`config.mk`:
```
export PLATFORM = sky130hd
export DESIGN_NAME = fetch_redirect_sched
export DESIGN_NICKNAME = d
export VERILOG_FILES = /design/src/rtl/fetch_redirect_sched_pkg.sv /design/src/rtl/prio_enc_lsb.sv /design/src/rtl/fetch_redirect_sched.sv
export SDC_FILE = /design/constraint.sdc
export NUM_CORES = 1
export LEC_CHECK = 0
export CORE_MARGIN = 2
export CORE_UTILIZATION = 41
export CTS_CLUSTER_SIZE = 12
export DETAILED_ROUTE_END_ITERATION = 8
export PLACE_DENSITY = 0.85
export RECOVER_POWER = 25
export SLEW_MARGIN = 0
export SYNTH_ARGS = -nofsm -noshare
export SYNTH_HDL_FRONTEND = slang
export SYNTH_SLANG_ARGS = --single-unit
```
`constraint.sdc`:
```
create_clock -name clk -period 3.3 [get_ports clk]
set_input_delay 0.495 -clock clk [delete_from_list [all_inputs] [get_ports clk]]
set_output_delay 0.495 -clock clk [all_outputs]
set_load 0.05 [all_outputs]
```
`src/rtl/fetch_redirect_sched_pkg.sv`:
```
// Shared types for the fetch redirect scheduler: address type, FSM state
// encoding and the width of the interrupt source index.
package fetch_redirect_sched_pkg;

  typedef logic [31:0] address_t;

  typedef enum logic [1:0] {
    FS_RUN,
    FS_WAIT,
    FS_DISPATCH,
    FS_BLACKOUT
  } fetch_sched_state_e;

  localparam int INT_ID_W  = 4;
  localparam int BLK_CNT_W = 4;

endpackage

```
`src/rtl/prio_enc_lsb.sv`:
```
// Combinational fixed-priority encoder: reports whether any request is set
// and the lowest set index.
module prio_enc_lsb
  import fetch_redirect_sched_pkg::*;
#(
  parameter int N = 8
) (
  input  logic [N-1:0]          req,
  output logic                  valid,
  output logic [INT_ID_W-1:0]   idx
);

  // Scanning from the top down lets the lowest set bit win.
  always_comb begin
    valid = |req;
    idx   = '0;
    for (int i = N - 1; i >= 0; i--) begin
      if (req[i]) idx = INT_ID_W'(i);
    end
  end

endmodule

```
`src/rtl/fetch_redirect_sched.sv`:
```
// Fetch redirection scheduler: arbitrates branch redirects, interrupt
// dispatch and the fetch wait state; every output is registered.
module fetch_redirect_sched
  import fetch_redirect_sched_pkg::*;
#(
  parameter int       N_INT          = 8,
  parameter address_t VECT_BASE      = 32'h0000_0100,
  parameter int       VECT_STRIDE_LG = 5,
  parameter int       BLACKOUT       = 4
) (
  input  logic                 clk,
  input  logic                 reset,
  input  logic                 hold,
  input  logic                 branch_jump,
  input  logic [31:0]          branch_target,
  input  logic                 wait_req,
  input  logic                 int_enable,
  input  logic [N_INT-1:0]     int_mask,
  input  logic [N_INT-1:0]     int_req,
  output logic [31:0]          new_pc,
  output logic                 jump,
  output logic [31:0]          int_vect,
  output logic                 int_jump,
  output logic                 if_wait,
  output logic                 int_taken,
  output logic [INT_ID_W-1:0]  int_id
);

  fetch_sched_state_e   state, state_nxt;
  logic [BLK_CNT_W-1:0] blk_cnt, blk_nxt;
  logic [N_INT-1:0]     armed, pend;
  logic                 pend_vld;
  logic [INT_ID_W-1:0]  sel;
  logic                 take_branch, load_vect, taken_nxt;

  function automatic address_t vect_addr(input logic [INT_ID_W-1:0] id);
    address_t off;
    off = address_t'(id) << VECT_STRIDE_LG;
    return VECT_BASE + off;
  endfunction

  // The wait state wakes on masked requests even with interrupts disabled.
  assign armed = int_req & int_mask;
  assign pend  = armed & {N_INT{int_enable}};

  prio_enc_lsb #(.N(N_INT)) u_prio_enc (
    .req   (pend),
    .valid (pend_vld),
    .idx   (sel)
  );

  always_comb begin
    state_nxt   = state;
    blk_nxt     = blk_cnt;
    take_branch = 1'b0;
    load_vect   = 1'b0;
    taken_nxt   = 1'b0;
    case (state)
      FS_RUN: begin
        if (!hold) begin
          if (branch_jump) begin
            take_branch = 1'b1;
          end else if (pend_vld) begin
            state_nxt = FS_DISPATCH;
            load_vect = 1'b1;
          end else if (wait_req) begin
            state_nxt = FS_WAIT;
          end
        end
      end
      FS_WAIT: begin
        if (|armed) begin
          if (int_enable) begin
            state_nxt = FS_DISPATCH;
            load_vect = 1'b1;
          end else begin
            state_nxt = FS_RUN;
          end
        end
      end
      FS_DISPATCH: begin
        if (!hold) begin
          taken_nxt = 1'b1;
          state_nxt = FS_BLACKOUT;
          blk_nxt   = BLK_CNT_W'(BLACKOUT - 1);
        end
      end
      FS_BLACKOUT: begin
        // Branches are still served; the counter ignores hold.
        take_branch = branch_jump & ~hold;
        if (blk_cnt == '0) begin
          state_nxt = FS_RUN;
        end else begin
          blk_nxt = blk_cnt - BLK_CNT_W'(1);
        end
      end
      default: state_nxt = FS_RUN;
    endcase
  end

  // Registered stage: state, counter and all outputs.
  always_ff @(posedge clk) begin
    if (reset) begin
      state     <= FS_RUN;
      blk_cnt   <= '0;
      jump      <= 1'b0;
      new_pc    <= '0;
      int_jump  <= 1'b0;
      int_vect  <= '0;
      int_id    <= '0;
      if_wait   <= 1'b0;
      int_taken <= 1'b0;
    end else begin
      state     <= state_nxt;
      blk_cnt   <= blk_nxt;
      jump      <= take_branch;
      int_jump  <= (state_nxt == FS_DISPATCH);
      if_wait   <= (state_nxt == FS_WAIT);
      int_taken <= taken_nxt;
      if (take_branch) new_pc <= branch_target;
      if (load_vect) begin
        int_vect <= vect_addr(sel);
        int_id   <= sel;
      end
    end
  end

endmodule

```
==> out/qor.csv, run 1 <==
stage;metric;value;unit
clock_tree;post-cts-setup-buffers;0;
global_routing;globalRouteTotalUtil;0.182;
min_path;hp-class;reg -> reg;
cells_and_area;antenna_cells_inserted;0;
placement;detailedPlacementHpwl;3.96;mm
setup_path;worst_setup_path_start_kind;register;
setup_path;worst_path_dominant_cell_family;buffers and inverters;
cells_and_area;synthToLayoutAreaGrowth;41.6;%
routing;ant_nets;0;
setup_path;start_of_the_worst_register_to_register_path;state[1]$_SDFF_PP0_;
setup_path;worst_setup_path_startpoint;state[1]$_SDFF_PP0_;
routing;drc;0;
placement;gp_routability_congestion;0.852;
cells_and_area;design.final.nets;429;
clock_tree;skew_pair_late_insertion_delay;300;ps
min_path;hp-start;new_pc[14]$_SDFFE_PP0P_;
floorplan;core;5170;µm²
global_routing;initial_antenna_violation_count;0;
global_routing;first_global_vias;1947;
sta;worst_slew_margin_rel;0.0409;
clock_tree;worst_setup_hold_path_clk_slew;90;ps
clock_tree;cts_htree_levels;2;
setup_path;critical_path.max_stage_delay;1030;ps
routing;drt_iter0_markers;61;
sta;final.setup.worst_slack;899;ps
clock_tree;clk_path_buf_depth;2;
yosys;mappedNetlistArea;2240;µm²
setup_path;cp_cell_sequence;inv_1 -> ha_1 -> nor2_1 -> nor3_1 -> nand2_1 -> clkbuf_1 -> nand2_1 -> a21oi_1;
floorplan;dieHeight;77.8;µm
routing;route.final.wire_length;5.37;mm
yosys;synth_sequential_area_ratio;0.412;
power_and_ir_drop;leakage;1.23;nW
sta;achievable_frequency;416;MHz
sta;min_period_over_period;0.728;
global_routing;grt_start_max_net_pins;44;
setup_path;critical_path.n_buffers_inverters;2;
global_routing;globalRoute.totalOverflow;0;
sta;worst_slew_pin_slew;1440;ps
clock_tree;post_cts.resized_instances;0;
placement;dpl_worst_slack;1100;ps
routing;wire_per_inst;12.2;µm
floorplan;die_x;77.8;µm
routing;dr.pass1.iters;4;
yosys;yosysUniqueCellTypes;41;
cells_and_area;n_fill_cell;465;
floorplan;boundaryPins;126;
setup_path;worstPathArrival;2630;ps
clock_tree;cts_tree;done;
floorplan;row_cnt;26;
clock_tree;clock_sink_count;46;
cells_and_area;layout.core_utilization;0.612;
clock_tree;cts_made_buffers;5;
yosys;ys_warn_count;0;
setup_path;critical_path_class;reg -> reg;
setup_path;critical_path.slowest_cell;clkbuf_1;
routing;post_drt_via_cell_ratio;4.69;
sta;clock_skew;7.57;ps
setup_path;cp_max_fo;33;
sta;grt_setup_unrepaired;no;
yosys;synthCells;279;
yosys;async_set_reset_flop_share_out_of_synthesis;0;
clock_tree;holdBufCountCts;0;
placement;buffer_ports.inserted;96;
yosys;yosys_most_used_dff;dfxtp_1;
yosys;post_synth.cell_area_avg;8.01;µm²
sta;setup_viol;0;
power_and_ir_drop;post-layout-total-power;0.00178;W
setup_path;path_common_cell;nand2_1;
power_and_ir_drop;max-vdd-ir-drop;0.000296;V
floorplan;die-area;6060;µm²
sta;slew_viol_final;0;
flow_run;maxCapViolations;0;
global_routing;grt_first_pass_wirelength;8.84;mm
setup_path;critical_path.endpoint_type;register;
cells_and_area;layout-drive-gt1-share;0.0488;
power_and_ir_drop;power-per-cell-area;563;nW/µm²
sta;final_period_minus_worst_setup_slack;2400;ps
run_status;run_status;complete, no violations;
sta;hold_viol_final;0;
yosys;number_of_enable_flip_flop_cells_after_synthesis;0;
setup_path;worstPathRequired;3530;ps
routing;dr_total_vias;2057;
sta;setup_total_negative_slack;0;ps
floorplan;starting_utilization_of_the_core_area;0.432;
clock_tree;clockRootBuffer;clkbuf_8;
yosys;synth.ff_latch_count;46;
cells by family after synthesis:
family          share of synthesized area
simple gates                        0.218
compound gates                      0.172
buf+inv                             0.149
flops                               0.412
fa+ha+maj                          0.0392
xor+xnor                          0.00784
other cells                       0.00168
final timing paths:
kind / end / slack [ps] / cells after the start
max: new_pc[11]$_SDFFE_PP0P_ / 900 / 8
min: new_pc[14]$_SDFFE_PP0P_ / 460 / 2
max reg2reg: new_pc[11]$_SDFFE_PP0P_ / 900 / 8
min reg2reg: new_pc[14]$_SDFFE_PP0P_ / 460 / 2
registers in the layout, indices dropped and copies added, names as in the netlist, 2 cells and up:
register / count
state: 2
int_vect: 2
blk_cnt: 4
int_id: 2
new_pc: 32
per-stage QoR:
stage	hold slack, ps	instances	cell area [µm²]
after floorplan	461	307	2340
after detailed placement	446	431	3100
after global placement	440	431	3100
final	457	439	3170
after CTS	458	439	3190
after global routing	476	439	3170
placed cells by master, fill, tap and decap left out, types with 2 or more instances in the layout:
master and n:
clkdlybuf4s50_1 94, nand2_1 78, dfxtp_1 46, a21oi_1 39
conb_1 29, nor2_1 15, inv_1 8, ha_1 7
clkbuf_8 6, a22oi_1 4, a22oi_2 3, nand3_1 3
nand2b_1 2, nand4_1 2, and2_1 2, nor3_1 2
xor2_1 2, a211oi_1 2, clkbuf_1 2
layer usage:
metal / routed length, µm / track usage / vias up
met5: 0 / 0 / -
met3: 411 / 0.0547 / 8
met4: 80 / 0.0571 / 0
met2: 2700 / 0.328 / 88
li1: - / - / 1033
met1: 2180 / 0.205 / 928
Yosys cell counts, types with 2 or more instances:
| cell type | instances | area, µm² |
|---|---|---|
| a211oi_1 | 2 | 15.0 |
| a21oi_1 | 39 | 195 |
| a22oi_1 | 3 | 22.5 |
| a22oi_2 | 4 | 50.1 |
| and2_1 | 2 | 12.5 |
| buf_2 | 3 | 15.0 |
| buf_4 | 32 | 240 |
| clkbuf_1 | 7 | 26.3 |
| dfxtp_1 | 46 | 921 |
| ha_1 | 7 | 87.6 |
| inv_1 | 8 | 30.0 |
| nand2_1 | 78 | 293 |
| nand2b_1 | 2 | 12.5 |
| nand3_1 | 3 | 15.0 |
| nor2_1 | 15 | 56.3 |
| nor3_1 | 2 | 10.0 |
| xor2_1 | 2 | 17.5 |
power by group:
group | switching [W] | total, W | internal (W)
clock | 0.000193 | 0.000367 | 0.000173
sequential | 0.0000413 | 0.000670 | 0.000628
combinational | 0.000489 | 0.000748 | 0.000259
worst register-to-register path, stage by stage, from the launching register on:
cell	delay, ps
dfxtp_1	390
inv_1	110
ha_1	220
nor2_1	100
nor3_1	60
nand2_1	70
clkbuf_1	1030
nand2_1	170
a21oi_1	180
area by class of cell:
cell class                      instances  area [µm²]  area share
Sequential cell                        46         921       0.291
Inverter                                8        30.0     0.00948
Clock buffer                            7        86.3      0.0273
Clock inverter                          1        8.76     0.00277
Tap cell                               70        87.6      0.0277
Timing Repair Buffer                   98         967       0.305
Multi-Input combinational cell        209        1070       0.337
(Power assumes the default switching activity.)
==> run 2: changes to the inputs <==
- CORE_UTILIZATION: 41 -> 38
- PLACE_DENSITY: 0.85 -> 0.8
- clock period: 3.3 -> 2.3 ns (I/O delays scaled with it)
==> run 2 against run 1 <==
Against the previous run:
- core utilization is 4.0 points lower
- die area is 7.5% higher
- global-route usage is 2.5 points lower
- sequential cell count stayed put
- critical path depth is 1 lower
- critical path type is now in -> reg
- critical endpoint is now int_id[0]$_SDFFE_PP0P_
- largest cell class unchanged
- largest power group unchanged
- highest routed layer unchanged
==> out/qor.csv, run 2 (synthesis results as in run 1) <==
stage;metric;value;unit
clock_tree;worst_setup_hold_path_clk_slew;70;ps
cells_and_area;antenna_cells_inserted;0;
routing;drt_iter0_markers;74;
global_routing;globalRoute.totalOverflow;0;
power_and_ir_drop;power-per-cell-area;812;nW/µm²
routing;dr.pass1.iters;4;
cells_and_area;synthToLayoutAreaGrowth;43.4;%
routing;route.final.wire_length;5.23;mm
clock_tree;clk_path_buf_depth;2;
setup_path;critical_path_class;in -> reg;
routing;ant_nets;0;
clock_tree;clock_sink_count;46;
floorplan;starting_utilization_of_the_core_area;0.399;
routing;wl_met2;2.66;mm
setup_path;reg2reg_slack;380;ps
cells_and_area;top_register;new_pc;
floorplan;die_x;80.7;µm
clock_tree;cts_made_buffers;5;
routing;post_drt_via_cell_ratio;4.55;
min_path;hp-class;reg -> reg;
setup_path;worst_r2r_endpoint;if_wait$_SDFF_PP0_;
power_and_ir_drop;leakage;1.26;nW
floorplan;die-area;6510;µm²
placement;detailedPlacementHpwl;4.04;mm
cells_and_area;design.final.nets;432;
sta;worst_slew_pin_slew;683;ps
cells_and_area;mostFrequentLayoutCells;clkdlybuf4s50_1 (91), nand2_1 (78), dfxtp_1 (46);
cells_and_area;number_of_flip_flops_under_the_largest_register_name;32;
sta;setup_viol;0;
sta;achievable_frequency;494;MHz
setup_path;worstPathArrival;2250;ps
setup_path;rr_worst_depth;8;
min_path;hp-start;new_pc[20]$_SDFFE_PP0P_;
routing;dr.max_layer_used;met4;
flow_run;maxCapViolations;0;
setup_path;cp_max_fo;6;
min_path;hold_crit_depth;2;
setup_path;start_of_the_worst_register_to_register_path;blk_cnt[0]$_SDFFE_PP0P_;
setup_path;critical_path.endpoint_type;register;
setup_path;worst_setup_path_start_kind;input port;
clock_tree;cts_htree_levels;2;
global_routing;initial_antenna_violation_count;0;
sta;setup_total_negative_slack;0;ps
cells_and_area;layout.core_utilization;0.572;
global_routing;grt_start_max_net_pins;34;
floorplan;row_cnt;27;
clock_tree;clockRootBuffer;clkbuf_8;
clock_tree;post-cts-setup-buffers;0;
cells_and_area;n_fill_cell;533;
clock_tree;holdBufCountCts;0;
sta;slew_viol_final;0;
clock_tree;skew_pair_late_insertion_delay;290;ps
sta;min_period_over_period;0.881;
floorplan;boundaryPins;126;
sta;grt_setup_unrepaired;no;
global_routing;globalRouteTotalUtil;0.157;
setup_path;worst_setup_path_startpoint;int_mask[2];
routing;wire_per_inst;11.8;µm
floorplan;core;5610;µm²
cells_and_area;largestRegisters;new_pc: 32 flops, blk_cnt: 4 flops;
sta;hold_viol_final;0;
routing;met3_length;370;µm
global_routing;grt_first_pass_wirelength;8.07;mm
floorplan;dieHeight;80.7;µm
setup_path;worstPathRequired;2520;ps
routing;dr_total_vias;2019;
sta;final_period_minus_worst_setup_slack;2030;ps
cells_and_area;layout_commonest_cell;clkdlybuf4s50_1;
power_and_ir_drop;max-vdd-ir-drop;0.000427;V
placement;gp_routability_congestion;0.822;
min_path;hold_end;new_pc[20]$_SDFFE_PP0P_;
sta;clock_skew;5.30;ps
sta;worst_slew_margin_rel;0.545;
cells_and_area;layout-drive-gt1-share;0.0538;
run_status;run_status;complete, no violations;
global_routing;first_global_vias;1878;
placement;buffer_ports.inserted;96;
routing;drc;0;
clock_tree;post_cts.resized_instances;0;
clock_tree;cts_tree;done;
routing;wl_met1;2.14;mm
==> run 2: power by group <==
group          switching (W)  internal (W)
clock               0.000256      0.000324
sequential         0.0000582      0.000902
combinational       0.000693      0.000372
==> run 2: layout make-up <==
class                   instances  area (µm²)  share of cell area
flip-flops and latches         46         921               0.287
well taps                      72        90.1              0.0281
clock buffers                   6        72.6              0.0226
inverters                       8        30.0             0.00936
clock inverters                 2        37.5              0.0117
repair buffers                101         996               0.311
multi-input cells             209        1060               0.330
==> run 2: worst max-delay path by stage <==
| stage | endpoint | slack, ps | cells after the start |
|---|---|---|---|
| floorplan | new_pc[10]$_SDFFE_PP0P_ | 700 | 8 |
| global placement | int_id[0]$_SDFFE_PP0P_ | 300 | 7 |
| detailed placement | int_id[0]$_SDFFE_PP0P_ | 250 | 7 |
| CTS | if_wait$_SDFF_PP0_ | 440 | 8 |
| global route | new_pc[25]$_SDFFE_PP0P_ | 180 | 7 |
| finish | int_id[0]$_SDFFE_PP0P_ | 270 | 7 |
==> run 2: layer usage <==
metal	vias up	global-route usage
met3	9	0.0438
met2	70	0.293
li1	1035	-
met4	0	0.0424
met1	905	0.174
met5	-	0
==> run 2: worst max-delay path: stages <==
cell and delay [ps]:
clkdlybuf4s50_1 490, a22oi_1 130, nand4_1 280, nand2_4 100, or2_0 280, or3_2 500
a21oi_2 130
==> run 2: stage by stage <==
step	power [W]	instance area, µm²	cells	setup slack [ps]	hold slack [ps]
floorplan	0.00176	2340	307	701	461
global placement	0.00204	3130	436	303	441
detailed placement	0.00206	3130	436	246	448
CTS	0.00265	3240	444	444	458
global route	0.00277	3210	444	178	476
finish	0.00260	3210	444	274	453
==> run 3: changes to the inputs <==
- SLEW_MARGIN: 0 -> default
==> results of run 3 <==
Same layout as run 2: the final DEF is identical, and so are final timing and power.
